===== src/rtl/truth_table_scanner.sv =====
// Walks every input vector through two implementations of one function and captures both truth tables.
// Optional STOP_ON_MISMATCH_EN: end the scan on the first disagreeing sample instead of finishing the sweep.
module truth_table_scanner #(
    parameter int unsigned N_IN          = 2,
    parameter int unsigned SETTLE_CYCLES = 2
) (
    input  logic                  clk,
    input  logic                  rst_n,
    input  logic                  start,
    output logic [N_IN-1:0]       x,
    input  logic                  a_in,
    input  logic                  b_in,
    output logic                  busy,
    output logic                  done,
    output logic [(1<<N_IN)-1:0]  table_a,
    output logic [(1<<N_IN)-1:0]  table_b,
    output logic                  mismatch,
    output logic [N_IN-1:0]       first_bad
);

    localparam int unsigned TW       = 1 << N_IN;
    localparam int unsigned CW       = (SETTLE_CYCLES > 1) ? $clog2(SETTLE_CYCLES) : 1;
    localparam logic [CW-1:0] CNT_LOAD = CW'(SETTLE_CYCLES - 1);
    localparam logic [N_IN-1:0] X_LAST = '1;

    typedef enum logic [1:0] {IDLE, SCAN, DONE} state_t;

    state_t          state, state_next;
    logic [CW-1:0]   cnt, cnt_next;
    logic [N_IN-1:0] x_next, first_bad_next;
    logic [TW-1:0]   table_a_next, table_b_next;
    logic            busy_next, done_next, mismatch_next;
    logic            scan_end;

    // State and datapath registers
    always_ff @(posedge clk or negedge rst_n) begin
        if (!rst_n) begin
            state     <= IDLE;
            cnt       <= '0;
            x         <= '0;
            busy      <= 1'b0;
            done      <= 1'b0;
            table_a   <= '0;
            table_b   <= '0;
            mismatch  <= 1'b0;
            first_bad <= '0;
        end else begin
            state     <= state_next;
            cnt       <= cnt_next;
            x         <= x_next;
            busy      <= busy_next;
            done      <= done_next;
            table_a   <= table_a_next;
            table_b   <= table_b_next;
            mismatch  <= mismatch_next;
            first_bad <= first_bad_next;
        end
    end

    // Next-state and next-output logic
    always_comb begin
        state_next     = state;
        cnt_next       = cnt;
        x_next         = x;
        busy_next      = busy;
        done_next      = 1'b0;
        table_a_next   = table_a;
        table_b_next   = table_b;
        mismatch_next  = mismatch;
        first_bad_next = first_bad;
        scan_end       = 1'b0;

        case (state)
            IDLE, DONE: begin
                busy_next = 1'b0;
                x_next    = '0;
                if (state == DONE) state_next = IDLE;
                // DONE accepts start too, so scans can run back to back
                if (start) begin
                    table_a_next   = '0;
                    table_b_next   = '0;
                    mismatch_next  = 1'b0;
                    first_bad_next = '0;
                    cnt_next       = CNT_LOAD;
                    busy_next      = 1'b1;
                    state_next     = SCAN;
                end
            end
            SCAN: begin
                if (cnt != '0) begin
                    cnt_next = cnt - 1'b1;
                end else begin
                    table_a_next[x] = a_in;
                    table_b_next[x] = b_in;
                    if ((a_in != b_in) && !mismatch) begin
                        mismatch_next  = 1'b1;
                        first_bad_next = x;
                    end
                    scan_end = (x == X_LAST);
`ifdef STOP_ON_MISMATCH_EN
                    scan_end = scan_end | (a_in != b_in);
`else
                    scan_end = scan_end | 1'b0;
`endif
                    if (scan_end) begin
                        state_next = DONE;
                        busy_next  = 1'b0;
                        done_next  = 1'b1;
                        x_next     = '0;
                    end else begin
                        x_next   = x + 1'b1;
                        cnt_next = CNT_LOAD;
                    end
                end
            end
            default: state_next = IDLE;
        endcase
    end

endmodule


===== config.mk =====
export PLATFORM = sky130hd
export DESIGN_NAME = truth_table_scanner
export DESIGN_NICKNAME = d
export VERILOG_FILES = /design/src/rtl/truth_table_scanner.sv
export SDC_FILE = /design/constraint.sdc
export NUM_CORES = 1
export LEC_CHECK = 0
export CAP_MARGIN = 15
export CORE_ASPECT_RATIO = 1.5
export CORE_MARGIN = 5
export CORE_UTILIZATION = 33
export CTS_CLUSTER_DIAMETER = 30
export CTS_CLUSTER_SIZE = 25
export DETAILED_ROUTE_END_ITERATION = 6
export PLACE_DENSITY_LB_ADDON = 0.1
export SKIP_CTS_REPAIR_TIMING = 1
export SYNTH_ARGS = -nofsm -noshare
export SYNTH_HDL_FRONTEND = slang
export SYNTH_SLANG_ARGS = --single-unit

===== constraint.sdc =====
create_clock -name clk -period 2.2 [get_ports clk]
set_input_delay 0.22 -clock clk [delete_from_list [all_inputs] [get_ports clk]]
set_output_delay 0.22 -clock clk [all_outputs]
set_load 0.05 [all_outputs]

Word level (Yosys, flattened, before mapping)
Index checks and enable logic that the tools add are counted.
{"block": "totals", "reg_bits": 18, "elab_cells": 70}
{"block": "op_classes", "mux": 36, "eq_ne": 9, "n_reduce_logical": 12, "order_cmp": 2, "add_sub_neg": 2}
{"op": "$mux W2", "count": 9}
{"op": "$pmux W4 S2", "count": 2}
{"op": "$mux W1", "count": 13}
{"op": "$mux W4", "count": 3}
{"op": "$pmux W2 S2", "count": 3}
{"op": "$reduce_and A3 Y1", "count": 3}
{"op": "$bwmux W4", "count": 2}
{"op": "$ne A2 B2 Y1 const B", "count": 4}
{"op": "$pmux W1 S2", "count": 3}
{"op": "$eq A2 B2 Y1 const B", "count": 2}
{"op": "$reduce_and A2 Y1", "count": 2}
{"op": "$reduce_and A4 Y1", "count": 1}
{"op": "$lt A2 B3 Y1 const B", "count": 1}
{"op": "$ne A3 B3 Y1 const B", "count": 1}
{"op": "$add A2 B1 Y2 const B", "count": 1}
{"op": "$demux W1 S2", "count": 1}
{"op": "$eq A2 B1 Y1 const B", "count": 1}
{"op": "$ge A2 B1 Y1 const B", "count": 1}
{"op": "$logic_and A1 B1 Y1", "count": 2}
{"op": "$logic_not A2 Y1", "count": 1}
{"op": "$reduce_bool A2 Y1", "count": 1}
{"op": "$reduce_or A2 Y1", "count": 1}
{"op": "$logic_not A1 Y1", "count": 1}
{"op": "$ne A1 B1 Y1", "count": 1}
{"op": "$sub A1 B1 Y1 const B", "count": 1}

Depth between registers and ports, before layout
{"block": "logic_depth", "word_depth": 7, "depth_mapped": 5, "mapped_depth_nobuf": 4}

Worst setup path after synthesis
OpenSTA, ideal clock, no wires.
{"block": "synth_timing", "path_kind": "register -> register", "startpoint": "register x[0]", "endpoint": "register table_b[3]", "period_less_slack_ps": 1601, "arrival_ps": 1480, "path_slack_ps": 599, "setup_time_ps": 121, "path_stages_with_launch": 5, "path_buffers": 1, "path_cell_list": "dfrtp_1 > ha_1 > clkbuf_1 > o22ai_1 > a22o_1"}
{"block": "synth_between", "elab_chain_len": 7}
{"item": "from (decl)", "line": "10", "rtl": "output logic [N_IN-1:0] x,"}
{"item": "from (signal assigned)", "line": "50", "rtl": "x <= x_next;"}
{"item": "$lt A2 B3 Y1 (not written as such) or $ge A2 B1 Y1 (tied branches)", "line": "94", "rtl": "table_b_next[x] = b_in;"}
{"item": "$logic_and A1 B1 Y1 (not written as such)", "line": "94"}
{"item": "$mux W1 (not written as such)", "line": "94"}
{"item": "$demux W1 S2 (*)", "line": "94"}
{"item": "$bwmux W4 (*)", "line": "94"}
{"item": "$mux W4 (*)", "line": "90", "rtl": "if (cnt != '0) begin"}
{"item": "$pmux W4 S2 (*)", "line": "73", "rtl": "case (state)"}
{"item": "to (signal assigned)", "line": "54", "rtl": "table_b <= table_b_next;"}
{"item": "to (decl)", "line": "16", "rtl": "output logic [(1<<N_IN)-1:0] table_b,"}
Mark *: on every way between the ends. The rest lies on a longest branch, timed or not. The select of a mux whose other input is x is not followed.
A chain may end at the register's enable or synchronous reset.

Worst setup path after layout
{"block": "layout_timing", "startpoint": "register x[0]", "endpoint": "output port x[0]"}
No word-level cell between the ends.

==> flow_summary.ini <==
[global_routing]
grt_max_degree = 19
grt_pass1_wl_mm = 3.09
grtUsageTotal = 0.115
antenna_found_initial = 0
grt_pass1_vias = 639
grt_overflow = 0

[power_and_ir_drop]
irDropWorstVdd_v = 0.000762
p_per_area_nw_per_um2 = 1650
static-leakage-power_uw = 0.000478

[placement]
gp_congestion = 0.755
dp_hpwl_mm = 1.32
io_buffers = 19
placedInstanceArea_sq_um = 1050

[sta]
fin_worst_skew_ps = 1.08
fmax_mhz = 561
rsz0062_at_grt = false
finalSetupViolCount = 0
tightest_slew_ps = 524
slew_viol_final = 0
setup_tns_ps = 0
hold_viol = 0
hold_slack_ps = 249
post-route-min-period_ps = 1780
period_share = 0.810
max_slew_margin = 0.650

[critical_path]
worstPathBufferInverterCount = 1
slowest_stage = clkdlybuf4s50_1
crit_type = reg -> out
end_kind = primary output
crit_chain = clkdlybuf4s50_1
crit_path_max_incr_delay_ps = 830
cp-start-kind = register
cp.arrival_ps = 1560
crit_family = buffers and inverters
required_ps = 1980
path_max_fanout = 6

[routing]
vias_per_cell = 5.26
routedWlPerCell_um = 14.9
first_iter_violations = 24
drt_wl_total_mm = 1.75
drt_first_pass_iters = 4
drtAntennaViolNets = 0
vias = 616
drc = 0

[synth]
synthCells = 72
synth_nets = 81
syn_avg_cell_area_sq_um = 11.6
synth_warnings = 0
synth_seq_cells = 18
yosys.cell_types.count = 25
yosysSeqAreaShare = 0.537
synth_area_sq_um = 838

[cts]
cts_buffers = 3
clock-root-buffer = clkbuf_4
insertion_delay_ps = 290
cts.sinks = 18
clkTransAtPathRegs_ps = 100
ctsLongestPathBuffers = 2
cts_tree = yes
htree_num_levels = 1

[final_layout]
diodes = 0
fin_util = 0.442
finalInstanceArea_sq_um = 1080
drive_gt1_frac = 0.118
fillers = 226
area_growth_pct = 29.1
fin_nets = 103

[outcome]
status = finished clean

[floorplanning]
pin_count = 20
initial_core_util = 0.342
rows = 22
die_area_sq_um = 3670
fp.dieW_um = 51.2
die_y_um = 71.7
core_area_sq_um = 2450

[run]
cap_viol_max_count = 0

[hold_path]
worstHoldPathType = in -> async
cell usage after synthesis:
cell      number  area, sq um
dfrtp_1       18          450
a22o_1         8         70.1
nand2_1        5         18.8
o22ai_1        5         31.3
ha_1           4         50.1
inv_1          4         15.0
nor2_1         3         11.3
o221ai_1       3         26.3
a21boi_0       2         15.0
and2_1         2         12.5
nor3b_1        2         15.0
o21ai_0        2         10.0
o21ai_1        2         10.0
a21oi_2        1         8.76
a31o_2         1         8.76
and2b_2        1         8.76
buf_2          1         5.00
buf_6          1         11.3
clkbuf_1       1         3.75
nand2b_1       1         6.26
nor2b_1        1         6.26
nor3b_2        1         12.5
or2_4          1         8.76
or4b_4         1         13.8
xnor2_1        1         8.76
stage by stage:
stage | setup slack, ps | instances | power, uW
4_1_cts | 391 | 117 | 1810
5_1_grt | 347 | 117 | 1930
6_report | 418 | 117 | 1790
3_5_place_dp | 558 | 113 | 1610
3_3_place_gp | 563 | 113 | 1600
2_1_floorplan | 599 | 72 | 1310
per-layer routing:
layer	vias up	wire [um]	track usage
li1	309	-	-
met1	293	790	0.145
met2	12	858	0.175
met3	2	73	0.0249
met4	0	23	0.0719
met5	-	0	0
cell usage in the layout, fill, tap and decap left out:
master / netlist / layout
clkdlybuf4s50_1: 0 / 19
o221ai_1: 3 / 3
nor2b_1: 1 / 1
a22o_1: 8 / 8
a31o_2: 1 / 1
a21boi_0: 2 / 2
o21ai_0: 2 / 2
xnor2_1: 1 / 1
inv_1: 4 / 4
clkbuf_4: 0 / 3
a21oi_2: 1 / 1
and2_1: 2 / 2
o21ai_1: 2 / 2
nor3b_1: 2 / 2
nand2b_1: 1 / 1
clkbuf_8: 0 / 1
ha_1: 4 / 4
dfrtp_1: 18 / 18
o22ai_1: 5 / 5
or2_4: 1 / 1
or4b_4: 1 / 1
and2b_2: 1 / 1
nand2_1: 5 / 5
nor2_1: 3 / 3
buf_4: 0 / 1
nor3b_2: 1 / 1
final timing paths:
kind / start / to / slack [ps] / depth (start not counted)
max in group asynchronous: rst_n / table_a[0]$_DFFE_PN0P_ / 1760 / 2
worst min register to register: table_a[3]$_DFFE_PN0P_ / table_a[3]$_DFFE_PN0P_ / 510 / 1
worst max register to register: state[0]$_DFFE_PN0P_ / table_a[0]$_DFFE_PN0P_ / 600 / 3
worst max-delay path: x[0]$_DFFE_PN0P_ / x[0] / 420 / 1
worst min-delay path: rst_n / done$_DFF_PN0_ / 250 / 2
min in group clk: table_a[3]$_DFFE_PN0P_ / table_a[3]$_DFFE_PN0P_ / 510 / 1
power breakdown:
part	switching (uW)	internal, uW	leakage [uW]
Sequential	126	456	0.000233
Combinational	627	380	0.000224
Clock	98.7	101	0.0000210
cell type report:
| cell class | instances | area (sq um) | share of cell area |
|---|---|---|---|
| inverter | 4 | 15.0 | 0.0139 |
| clock buffer | 4 | 36.3 | 0.0335 |
| timing repair buffer | 20 | 198 | 0.183 |
| tap | 24 | 30.0 | 0.0277 |
| multi-input combinational | 47 | 353 | 0.326 |
| sequential | 18 | 450 | 0.416 |
flip-flops by register name (all words and copies together), names as in the netlist, 2 cells and up:
name and cells:
table_a 4, x 2, state 2, table_b 4
first_bad 2
cells by family (layout without fill, tap and decap cells):
| family | count (synthesis) | after routing | synth area share |
|---|---|---|---|
| AOI/OAI and AO/OA | 24 | 24 | 0.215 |
| xor gates and xnor gates | 1 | 1 | 0.0104 |
| adders and majority gates | 4 | 4 | 0.0597 |
| buffers and inverters | 7 | 28 | 0.0418 |
| DFF | 18 | 18 | 0.537 |
| and+or+nand+nor | 18 | 18 | 0.136 |
Note: power is estimated with default switching activity, not from simulation.
